### config.mk
export PLATFORM = sky130hd
export DESIGN_NAME = cell_sequencer_flat
export DESIGN_NICKNAME = d
export VERILOG_FILES = /design/src/rtl/cell_seq_pkg.sv /design/src/rtl/cell_seq_if.sv /design/src/rtl/cell_seq_timer.sv /design/src/rtl/cell_sequencer.sv /design/src/flat_wrapper.sv
export SDC_FILE = /design/constraint.sdc
export NUM_CORES = 1
export LEC_CHECK = 0
export CAP_MARGIN = 20
export CELL_PAD_IN_SITES_DETAIL_PLACEMENT = 0
export CELL_PAD_IN_SITES_GLOBAL_PLACEMENT = 1
export CORE_MARGIN = 4
export CORE_UTILIZATION = 33
export DETAILED_ROUTE_END_ITERATION = 8
export MAX_ROUTING_LAYER = met4
export PLACE_DENSITY = 0.77
export SETUP_SLACK_MARGIN = 0.15
export SKIP_CTS_REPAIR_TIMING = 1
export SLEW_MARGIN = 20
export SYNTH_ARGS = -nofsm -noshare
export SYNTH_HDL_FRONTEND = slang
export SYNTH_SLANG_ARGS = --single-unit
### constraint.sdc
create_clock -name clk -period 2.26 [get_ports clk]
set_input_delay 0.452 -clock clk [delete_from_list [all_inputs] [get_ports clk]]
set_output_delay 0.452 -clock clk [all_outputs]
set_load 0.02 [all_outputs]
### src/rtl/cell_seq_pkg.sv
// Shared types for the cell sequencer: FSM state encoding and host command codes.
package cell_seq_pkg;

  typedef enum logic [2:0] {
    StIdle,
    StParam,
    StIssue,
    StWait,
    StResp
  } cell_seq_state_e;

  localparam logic [1:0] CMD_PARAM  = 2'd0;
  localparam logic [1:0] CMD_RUN    = 2'd1;
  localparam logic [1:0] CMD_CLRERR = 2'd2;
  localparam logic [1:0] CMD_RSVD   = 2'd3;

endpackage

### src/rtl/cell_seq_if.sv
// Host command, cell parameter/data bus and result handshake for the cell sequencer.
// The sequencer takes the slave modport; the host/cell side takes master.
interface cell_seq_if #(
  parameter int unsigned MSB    = 31,
  parameter int unsigned NCELLS = 4
);

  logic              host_valid;
  logic              host_ready;
  logic [1:0]        host_cmd;
  logic [7:0]        host_addr;
  logic [MSB:0]      host_data;
  logic [NCELLS-1:0] param_en;
  logic [MSB:0]      param_out;
  logic              data_en;
  logic [MSB:0]      data_out;
  logic              res_en;
  logic [MSB:0]      res_in;
  logic              result_valid;
  logic              result_ready;
  logic [MSB:0]      result_data;
  logic              addr_err;
  logic              timeout_err;

  modport master (
    output host_valid, host_cmd, host_addr, host_data, res_en, res_in, result_ready,
    input  host_ready, param_en, param_out, data_en, data_out, result_valid, result_data,
    input  addr_err, timeout_err
  );

  modport slave (
    input  host_valid, host_cmd, host_addr, host_data, res_en, res_in, result_ready,
    output host_ready, param_en, param_out, data_en, data_out, result_valid, result_data,
    output addr_err, timeout_err
  );

endinterface

### src/rtl/cell_seq_timer.sv
// Response watchdog down-counter: load with TIMEOUT, decrement until zero.
module cell_seq_timer #(
  parameter int unsigned TIMEOUT = 15
) (
  input  logic clk,
  input  logic rst_n,
  input  logic load_i,
  input  logic dec_i,
  output logic zero_o
);

  localparam int unsigned Width = $clog2(TIMEOUT + 1);

  logic [Width-1:0] count_d, count_q;

  // Next count: load has priority, decrement saturates at zero.
  always_comb begin
    count_d = count_q;
    if (load_i) begin
      count_d = Width'(TIMEOUT);
    end else if (dec_i && (count_q != '0)) begin
      count_d = count_q - 1'b1;
    end
  end

  // Counter register.
  always_ff @(posedge clk or negedge rst_n) begin
    if (!rst_n) begin
      count_q <= '0;
    end else begin
      count_q <= count_d;
    end
  end

  assign zero_o = (count_q == '0);

endmodule

### src/rtl/cell_sequencer.sv
// Host-side initiator for the cell parameter/data bus.
// Optional response watchdog enabled by defining CELL_SEQ_TIMEOUT_EN.
module cell_sequencer
  import cell_seq_pkg::*;
#(
  parameter int unsigned MSB     = 31,
  parameter int unsigned NCELLS  = 4,
  parameter int unsigned TIMEOUT = 15
) (
  input  logic     clk,
  input  logic     rst_n,
  cell_seq_if.slave bus
);

  localparam logic [NCELLS-1:0] OneHot0 = NCELLS'(1);

  if (NCELLS < 1 || NCELLS > 256 || TIMEOUT < 1 || TIMEOUT > 65535) begin : g_bad_cfg
    $error("cell_sequencer: NCELLS or TIMEOUT out of range");
  end

  cell_seq_state_e   state_q;
  logic [NCELLS-1:0] param_en_q;
  logic [MSB:0]      param_out_q;
  logic              data_en_q;
  logic [MSB:0]      data_out_q;
  logic              result_valid_q;
  logic [MSB:0]      result_data_q;
  logic              addr_err_q;
  logic              addr_ok;

  // Widen so NCELLS = 256 compares correctly against an 8-bit address.
  assign addr_ok = ({1'b0, bus.host_addr} < 9'(NCELLS));

`ifdef CELL_SEQ_TIMEOUT_EN
  logic timeout_err_q;
  logic timer_zero;

  cell_seq_timer #(
    .TIMEOUT (TIMEOUT)
  ) u_timer (
    .clk    (clk),
    .rst_n  (rst_n),
    .load_i (state_q == StIssue),
    .dec_i  ((state_q == StWait) && !bus.res_en),
    .zero_o (timer_zero)
  );
`endif

  // Sequencer FSM with registered strobes, result capture and sticky errors.
  always_ff @(posedge clk or negedge rst_n) begin
    if (!rst_n) begin
      state_q        <= StIdle;
      param_en_q     <= '0;
      param_out_q    <= '0;
      data_en_q      <= 1'b0;
      data_out_q     <= '0;
      result_valid_q <= 1'b0;
      result_data_q  <= '0;
      addr_err_q     <= 1'b0;
`ifdef CELL_SEQ_TIMEOUT_EN
      timeout_err_q  <= 1'b0;
`endif
    end else begin
      case (state_q)
        StIdle: begin
          if (bus.host_valid) begin
            unique case (bus.host_cmd)
              CMD_PARAM: begin
                if (addr_ok) begin
                  param_out_q <= bus.host_data;
                  param_en_q  <= OneHot0 << bus.host_addr;
                  state_q     <= StParam;
                end else begin
                  addr_err_q  <= 1'b1;
                end
              end
              CMD_RUN: begin
                data_out_q <= bus.host_data;
                data_en_q  <= 1'b1;
                state_q    <= StIssue;
              end
              CMD_CLRERR: begin
                addr_err_q    <= 1'b0;
`ifdef CELL_SEQ_TIMEOUT_EN
                timeout_err_q <= 1'b0;
`endif
              end
              CMD_RSVD: begin
              end
            endcase
          end
        end
        StParam: begin
          param_en_q <= '0;
          state_q    <= StIdle;
        end
        StIssue: begin
          data_en_q <= 1'b0;
          state_q   <= StWait;
        end
        StWait: begin
          // A response on the last watchdog cycle still wins over the abort.
          if (bus.res_en) begin
            result_data_q  <= bus.res_in;
            result_valid_q <= 1'b1;
            state_q        <= StResp;
          end
`ifdef CELL_SEQ_TIMEOUT_EN
          else if (timer_zero) begin
            timeout_err_q <= 1'b1;
            state_q       <= StIdle;
          end
`endif
        end
        StResp: begin
          if (bus.result_ready) begin
            result_valid_q <= 1'b0;
            state_q        <= StIdle;
          end
        end
        default: state_q <= StIdle;
      endcase
    end
  end

  assign bus.host_ready   = (state_q == StIdle);
  assign bus.param_en     = param_en_q;
  assign bus.param_out    = param_out_q;
  assign bus.data_en      = data_en_q;
  assign bus.data_out     = data_out_q;
  assign bus.result_valid = result_valid_q;
  assign bus.result_data  = result_data_q;
  assign bus.addr_err     = addr_err_q;
`ifdef CELL_SEQ_TIMEOUT_EN
  assign bus.timeout_err  = timeout_err_q;
`else
  assign bus.timeout_err  = 1'b0;
`endif

endmodule
### src/flat_wrapper.sv
// flat-port wrapper written by rule: the top's interface ports become plain ports
module cell_sequencer_flat import cell_seq_pkg::*;
#(
  parameter int unsigned MSB     = 31,
  parameter int unsigned NCELLS  = 4,
  parameter int unsigned TIMEOUT = 15
)
  (clk, rst_n, bus_host_valid, bus_host_cmd, bus_host_addr, bus_host_data, bus_res_en, bus_res_in, bus_result_ready, bus_host_ready, bus_param_en, bus_param_out, bus_data_en, bus_data_out, bus_result_valid, bus_result_data, bus_addr_err, bus_timeout_err);
  cell_seq_if #(.MSB(MSB), .NCELLS(NCELLS)) bus_i ();
  input  logic clk;
  input  logic rst_n;
  input wire logic [$bits(bus_i.host_valid)-1:0] bus_host_valid;
  input wire logic [$bits(bus_i.host_cmd)-1:0] bus_host_cmd;
  input wire logic [$bits(bus_i.host_addr)-1:0] bus_host_addr;
  input wire logic [$bits(bus_i.host_data)-1:0] bus_host_data;
  input wire logic [$bits(bus_i.res_en)-1:0] bus_res_en;
  input wire logic [$bits(bus_i.res_in)-1:0] bus_res_in;
  input wire logic [$bits(bus_i.result_ready)-1:0] bus_result_ready;
  output wire logic [$bits(bus_i.host_ready)-1:0] bus_host_ready;
  output wire logic [$bits(bus_i.param_en)-1:0] bus_param_en;
  output wire logic [$bits(bus_i.param_out)-1:0] bus_param_out;
  output wire logic [$bits(bus_i.data_en)-1:0] bus_data_en;
  output wire logic [$bits(bus_i.data_out)-1:0] bus_data_out;
  output wire logic [$bits(bus_i.result_valid)-1:0] bus_result_valid;
  output wire logic [$bits(bus_i.result_data)-1:0] bus_result_data;
  output wire logic [$bits(bus_i.addr_err)-1:0] bus_addr_err;
  output wire logic [$bits(bus_i.timeout_err)-1:0] bus_timeout_err;
  assign bus_i.host_valid = bus_host_valid;
  assign bus_i.host_cmd = bus_host_cmd;
  assign bus_i.host_addr = bus_host_addr;
  assign bus_i.host_data = bus_host_data;
  assign bus_i.res_en = bus_res_en;
  assign bus_i.res_in = bus_res_in;
  assign bus_i.result_ready = bus_result_ready;
  assign bus_host_ready = bus_i.host_ready;
  assign bus_param_en = bus_i.param_en;
  assign bus_param_out = bus_i.param_out;
  assign bus_data_en = bus_i.data_en;
  assign bus_data_out = bus_i.data_out;
  assign bus_result_valid = bus_i.result_valid;
  assign bus_result_data = bus_i.result_data;
  assign bus_addr_err = bus_i.addr_err;
  assign bus_timeout_err = bus_i.timeout_err;
  cell_sequencer #(.MSB(MSB), .NCELLS(NCELLS), .TIMEOUT(TIMEOUT)) u_core (.clk(clk), .rst_n(rst_n), .bus(bus_i));
endmodule
== Word-level counts from Yosys, hierarchy flattened ==
Index checks and enable logic that the tools add are counted.

* Bits in registers: 106
* Output and inout port bits: 105
* Logic and storage cells: 57

* $lt $le $gt $ge: 1
* Equal/unequal tests: 15
* Shift operators: 1
* Multiplexer cells: 18
* Reduce and logical (&&, ||, !) cells: 14

{| class="wikitable"
|+ Operator list
! kind !! number
|-
| $mux 3 || 4
|-
| $mux 4 || 3
|-
| $pmux 3 s4 || 1
|-
| $reduce_and 4->1 || 3
|-
| $reduce_and 3->1 || 3
|-
| $lt 8x3->1 const B || 1
|-
| $ne 2x2->1 const B || 4
|-
| $pmux 4 s2 || 1
|-
| $reduce_bool 2->1 || 4
|-
| $shl 1x8->4 const A || 1
|-
| $eq 3x2->1 const B || 2
|-
| $ne 2x1->1 const B || 3
|-
| $pmux 1 s2 || 3
|-
| $pmux 3 s2 || 1
|-
| $mux 1 || 5
|-
| $reduce_and 5->1 || 1
|-
| $eq 3x1->1 const B || 1
|-
| $eq 3x3->1 const B || 1
|-
| $logic_not 3->1 || 1
|-
| $ne 3x1->1 const B || 1
|-
| $ne 3x2->1 const B || 1
|-
| $eq 2x1->1 const B || 1
|-
| $eq 2x2->1 const B || 1
|-
| $logic_not 2->1 || 1
|-
| $reduce_and 2->1 || 1
|}

== Depth between registers and ports, before layout ==
Gate-level depths: netlist of the first run.

* Depth after elaboration: 5
* Depth in mapped cells: 6

== Worst setup path before layout of the first run ==
OpenSTA, ideal clock, no wires.

* Path type: register -> register
* Start: register u_core.state_q[0]
* End: register u_core.data_out_q[0], in the netlist u_core.bus.data_out[0]
* Arrival: 2026 ps
* Required time: 2135 ps
* Path slack: 109 ps
* Stages on the path, launching flop included: 7
* Buffers on the path: 3
* Period minus slack after synthesis: 2151 ps
* Path through: dfrtp_1 > clkbuf_1 > nor3_1 > and2_1 > clkbuf_1 > buf_2 > mux2_2

* Cells in the longest elaborated chain, start to end: 2

{| class="wikitable"
|+ Ends and longest elaborated chain
! item !! line !! RTL
|-
| start: declaration || cell_sequencer.sv:21 || <nowiki>cell_seq_state_e state_q;</nowiki>
|-
| start signal: assignment || cell_sequencer.sv:52 || <nowiki>state_q <= StIdle;</nowiki>
|-
| start signal: assignment || cell_sequencer.sv:72 || <nowiki>state_q <= StParam;</nowiki>
|-
| start signal: assignment || cell_sequencer.sv:80 || <nowiki>state_q <= StIssue;</nowiki>
|-
| $logic_not 3->1 || -- ||
|-
| via bus_host_ready || flat_wrapper.sv:19 || <nowiki>output wire logic [$bits(bus_i.host_ready)-1:0] bus_host_ready;</nowiki>
|-
| $reduce_and 3->1 (no line) || -- ||
|-
| end signal: assignment || cell_sequencer.sv:78 || <nowiki>data_out_q <= bus.host_data;</nowiki>
|-
| end: declaration || cell_sequencer.sv:25 || <nowiki>logic [MSB:0] data_out_q;</nowiki>
|}

The timed path passes the listed nets, and every way through them passes these cells.
A chain may end at the register's enable or synchronous reset.

== Worst setup path in the final report of the first run ==
* Start: input bus_host_addr[5]
* End: register u_core.param_en_q[2], in the netlist u_core.bus.param_en[2]

* Cells in the longest elaborated chain, start to end: 5

{| class="wikitable"
|+ Ends and longest elaborated chain
! item !! line !! RTL
|-
| start: declaration || flat_wrapper.sv:14 || <nowiki>input wire logic [$bits(bus_i.host_addr)-1:0] bus_host_addr;</nowiki>
|-
| parallel branches: the longest is 5 deep, another holds $lt 8x3->1 || -- ||
|-
| end signal: assignment || cell_sequencer.sv:71 || <nowiki>param_en_q <= OneHot0 << bus.host_addr;</nowiki>
|-
| end: declaration || cell_sequencer.sv:22 || <nowiki>logic [NCELLS-1:0] param_en_q;</nowiki>
|}

Several ways; the timed one is not identified. The select of a mux whose other input is x is not followed.

==> results_dict.tcl, run 1 <==
set metrics [dict create \
    coreArea_mm2 0.01257 \
    layout_min_cycle_time_ps 1982 \
    path_max_fanout 4 \
    cts-htree-levels 3 \
    hold_violations 0 \
    yosys.cell_types.count 33 \
    synthesis.area_mm2 0.004218 \
    synthArstFlopShare_pct 100.0 \
    ant_nets 0 \
    antenna_found_initial 0 \
    grt_pass1_wl_um 16230 \
    arrival_ps 2210 \
    drc 0 \
    cp-start-kind "input pin" \
    clk_pin_slew_ps 70 \
    rsz0062_at_grt "false" \
    syn_avg_cell_area_um2 16.48 \
    root_buffer "clkbuf_16" \
    powerDensity_mw_per_mm2 1182 \
    worst_clock_skew_ps 5.435 \
    synth_mux_area_share_pct 29.34 \
    ios 184 \
    worstSetupEndpoint "u_core.bus.param_en[2]$_DFFE_PN0P_" \
    port_buffers 182 \
    vias_per_cell 4.510 \
    reg2reg_from "u_core.state_q[1]$_DFFE_PN0P_" \
    fmax_ghz 0.5046 \
    wirelength_um 10190 \
    fin_cells 621 \
    num_antenna_cells 0 \
    die_area_mm2 0.01465 \
    die_h_um 121.1 \
    whs_ps 37.15 \
    grt_max_degree 39 \
    status "completed" \
    finalPower_mw 7.819 \
    grt.total_usage_pct 14.57 \
    reg2reg_depth 5 \
    yosysSeqAreaShare_pct 62.89 \
    dp_hpwl_um 7667 \
    period_share_pct 87.69 \
    synthesis.instances 256 \
    clk_latency_ps 340 \
    hp-class "input pin to asynchronous set/reset pin" \
    detail_route.wl_per_cell_um 16.41 \
    reg2reg_setup_slack_ps 550 \
    synth_nets 335 \
    grt_pass1_vias 3106 \
    synth_seq_cells 106 \
    ys_warn_count 0 \
    slew_violations 0 \
    synth_edf_count 0 \
    fillers 1083 \
    synthFlopType "dfrtp_1" \
    place.gp.congestion 0.7370 \
    yosys.area_share.simple_pct 3.560 \
    crit_type "input pin to flop" \
    r2r-end "u_core.bus.param_out[16]$_DFFE_PN0P_" \
    required_ps 2490 \
    vias 2801 \
    drive_gt1_share_pct 28.73 \
    grt_overflow 0 \
    cts_buffers 9 \
    synth_compound_area_share_pct 1.899 \
    synthAdderAreaFrac_pct 0 \
    max-vdd-ir-drop_mv 0.6249 \
    setup_viol_count_final 0 \
    cts_buffer_depth 2 \
    crit_path_end_kind "flop" \
    cts_tree "done" \
    drt_iter0_markers 74 \
    std_cell_rows 41 \
    total_leakage_power_nw 2.958 \
    start_util_pct 33.56 \
    synth_top_family_by_area "multiplexers" \
    place_inst 606 \
    worstSetupStartpoint "bus_host_addr[5]" \
    drv_cap 0 \
    synth_xor_area_share_pct 0 \
    final_nets 524 \
    dieWidth_um 121.1 \
    first_pass_iters 3 \
    cts_sinks 106 \
    syn_to_final_growth_pct 56.84 \
]
## cell usage after synthesis, drive strengths merged (2+ instances only)
master / n / area share (%)
a31oi: 2 / 0.30
clkbuf: 3 / 0.27
mux2: 99 / 29
inv: 3 / 0.27
buf: 10 / 1.7
dfrtp: 106 / 63
and2: 2 / 0.30
nor4: 2 / 0.65
nor3: 2 / 0.24
o21ai: 3 / 0.36
a21oi: 4 / 0.47
nor4b: 2 / 0.42
nand2: 4 / 0.42
## cell type report
type	count	area [um^2]	share of cell area, %
clock buffer	10	239.0	3.613
clock inverter	5	78.83	1.192
inverter	3	11.26	0.1702
multi-input combinational	134	1481	22.39
sequential	106	2653	40.10
tap	172	215.2	3.253
timing repair buffer	191	1937	29.28
## cells in the final DEF (no fill, tap or decap), types with 2 or more instances in the layout
cell type,count
mux2_2,67
nand2_1,3
o21ai_0,3
inv_1,3
clkdlybuf4s50_1,176
buf_12,3
mux2_4,31
clkbuf_16,9
buf_4,7
bufinv_16,2
dfrtp_1,106
dlymetal6s2s_1,5
nor4b_1,2
clkinv_2,2
a31oi_1,2
a21oi_1,4
## worst min path at each step
| stage | start | endpoint | slack (ps) |
|---|---|---|---|
| floorplan | rst_n | u_core.bus.addr_err$_DFFE_PN0P_ | 160 |
| global placement | rst_n | u_core.bus.param_out[16]$_DFFE_PN0P_ | 410 |
| detailed placement | rst_n | u_core.bus.param_out[11]$_DFFE_PN0P_ | 420 |
| CTS | rst_n | u_core.bus.param_out[11]$_DFFE_PN0P_ | 40 |
| global route | rst_n | u_core.bus.param_out[11]$_DFFE_PN0P_ | 60 |
| finish | rst_n | u_core.bus.param_out[11]$_DFFE_PN0P_ | 40 |
## report_power, final
group / internal (mW) / switching (mW) / total, mW
clock: 0.993 / 0.669 / 1.66
combinational: 1.78 / 1.48 / 3.26
sequential: 2.54 / 0.357 / 2.90
total: 5.31 / 2.51 / 7.82
## layer usage
layer | vias up | global-route usage (%) | share of wire, %
met4 | 0 | 5.878 | 2.1
met2 | 106 | 23.17 | 48
met5 | - | - | 0
li1 | 1285 | - | -
met1 | 1397 | 18.07 | 43
met3 | 13 | 3.357 | 6.4
## critical path, stage by stage
cell	delay, ps
dlymetal6s2s_1	120
or4_4	560
nor4_4	300
buf_4	160
o31a_1	250
mux2_2	370
## state kept, by name, indices dropped and copies added (netlist names)
register / count
u_core.bus.data_out: 32
u_core.state_q: 3
u_core.bus.addr_err: 1
u_core.bus.data_en: 1
u_core.bus.result_data: 32
u_core.bus.param_en: 4
u_core.bus.result_valid: 1
u_core.bus.param_out: 32
## per-stage QoR
stage	instance area (um^2)	util [%]	setup WS [ps]	setup TNS [ps]
after global placement	6281	49.98	-161.3	-3623
after CTS	6599	52.50	-24.71	-24.71
after global routing	6615	52.63	221.2	0
final	6615	52.63	278.2	0
after detailed placement	6281	49.98	-197.3	-4122
after floorplan	4223	-	319.7	0
## cells by family after synthesis
family,after synthesis
AO/OA/AOI/OAI,13
buffers and inverters,16
other,1
flip-flops,106
AND/OR/NAND/NOR,20
multiplexers,100
(Power assumes the default switching activity.)
==> inputs of run 2 (changes only) <==
--- a/config.mk
+++ b/config.mk
@@ -10,6 +10,7 @@
 export CELL_PAD_IN_SITES_GLOBAL_PLACEMENT = 1
 export CORE_MARGIN = 4
 export CORE_UTILIZATION = 33
+export CTS_BUF_LIST = sky130_fd_sc_hd__clkbuf_16
 export DETAILED_ROUTE_END_ITERATION = 8
 export MAX_ROUTING_LAYER = met4
 export PLACE_DENSITY = 0.77
==> results_dict.tcl, run 2 (synthesized netlist as in run 1, its figures left out) <==
set metrics [dict create \
    utilization_pct 52.55 \
    layout_min_cycle_time_ps 1982 \
    cts_buffers 9 \
    ant_nets 0 \
    cp-start-kind "input pin" \
    worst_clock_skew_ps 5.449 \
    vias_per_cell 4.509 \
    clk_latency_ps 340 \
    first_pass_iters 4 \
    fillers 1086 \
    period_share_pct 87.68 \
    drt-met1-wl_um 4409 \
    drive_gt1_share_pct 28.51 \
    coreArea_mm2 0.01257 \
    detail_route.wl_per_cell_um 16.40 \
    cts_buffer_depth 2 \
    rsz0062_at_grt "false" \
    grt_overflow 0 \
    status "completed" \
    die_h_um 121.1 \
    die_area_mm2 0.01465 \
    clk_pin_slew_ps 70 \
    drv_cap 0 \
    antenna_found_initial 0 \
    hp-class "input pin to asynchronous set/reset pin" \
    crit_path_end_kind "flop" \
    cts_tree "done" \
    final_cell_mix "176 x clkdlybuf4s50_1, 106 x dfrtp_1, 67 x mux2_2, 31 x mux2_4, 9 x clkbuf_16" \
    design_area_mm2 0.006605 \
    grt_pass1_vias 3106 \
    place_area_mm2 0.006281 \
    total_leakage_power_nw 2.953 \
    final_nets 524 \
    dieWidth_um 121.1 \
    cts_sinks 106 \
    syn_to_final_growth_pct 56.60 \
    final_common_cell "clkdlybuf4s50_1" \
    path_max_fanout 4 \
    drc 0 \
    root_buffer "clkbuf_16" \
    crit_type "input pin to flop" \
    dr.max_layer_used "met4" \
    wl_met2_um 4911 \
    place.gp.congestion 0.7370 \
    max-vdd-ir-drop_mv 0.6249 \
    start_util_pct 33.56 \
    wirelength_um 10180 \
    path_cells "dlymetal6s2s_1 > or4_4 > nor4_4 > buf_4 > o31a_1 > mux2_2" \
    grt_max_degree 39 \
    required_ps 2490 \
    powerDensity_mw_per_mm2 1178 \
    drt_iter0_markers 67 \
    vias 2800 \
    dp_hpwl_um 7667 \
    port_buffers 182 \
    arrival_ps 2210 \
    route.met3.wl_um 651 \
    cpMaxStageDelayCell "or4_4" \
    slew_violations 0 \
    grt.total_usage_pct 14.57 \
    ios 184 \
    grt_pass1_wl_um 16230 \
    cts-htree-levels 3 \
    std_cell_rows 41 \
    cpPeakStageDelay_ps 560 \
    setup_viol_count_final 0 \
    fmax_ghz 0.5046 \
    hold_violations 0 \
    num_antenna_cells 0 \
]
[run 2: through the flow]
step,setup WS (ps),total power [mW],instances,TNS (ps),hold slack (ps)
2_1_floorplan,319.7,4.512,256,0,156.4
3_5_place_dp,-197.3,6.249,606,-4122,420.5
4_1_cts,-24.71,7.902,621,-24.71,45.24
3_3_place_gp,-161.3,6.183,606,-3623,414.7
6_report,278.3,7.783,621,0,39.14
5_1_grt,221.2,8.192,621,0,66.46
[run 2: area by class of cell]
type                       instances  area, um^2  area share, %
tap                              172       215.2          3.258
multi-input combinational        134        1481          22.43
inverter                           3       11.26         0.1705
clock buffer                       9       225.2          3.410
clock inverter                     6       82.58          1.250
timing repair buffer             191        1937          29.32
sequential                       106        2653          40.16
[run 2: report_power, final]
| part | switching, mW | internal, mW | total (mW) | leakage [nW] |
|---|---|---|---|---|
| Clock | 0.667 | 0.959 | 1.63 | 0.153 |
| Combinational | 1.48 | 1.78 | 3.26 | 1.46 |
| Sequential | 0.357 | 2.54 | 2.90 | 1.34 |
[run 2: per-layer routing]
| layer | track usage (%) | up-vias |
|---|---|---|
| li1 | - | 1285 |
| met1 | 18.07 | 1396 |
| met2 | 23.17 | 106 |
| met3 | 3.357 | 13 |
| met4 | 5.878 | 0 |
| met5 | - | - |
[run 2: path summary, 6_finish.rpt]
path,from,to,slack (ps),cells past startpoint
setup reg to reg,u_core.state_q[1]$_DFFE_PN0P_,u_core.bus.param_out[16]$_DFFE_PN0P_,550,5
min in group clk,u_core.bus.data_out[25]$_DFFE_PN0P_,u_core.bus.data_out[25]$_DFFE_PN0P_,490,1
hold reg to reg,u_core.bus.data_out[25]$_DFFE_PN0P_,u_core.bus.data_out[25]$_DFFE_PN0P_,490,1
setup / recovery,bus_host_addr[5],u_core.bus.param_en[2]$_DFFE_PN0P_,280,6
max in group asynchronous,rst_n,u_core.bus.param_out[25]$_DFFE_PN0P_,1610,2
hold / removal,rst_n,u_core.bus.param_out[11]$_DFFE_PN0P_,40,1
[run 2: critical path, delay by kind of cell]
| family | cells | cell delay (ps) |
|---|---|---|
| multiplexers | 1 | 370 |
| buffers and inverters | 2 | 280 |
| AND/OR/NAND/NOR | 2 | 860 |
| AO/OA/AOI/OAI | 1 | 250 |
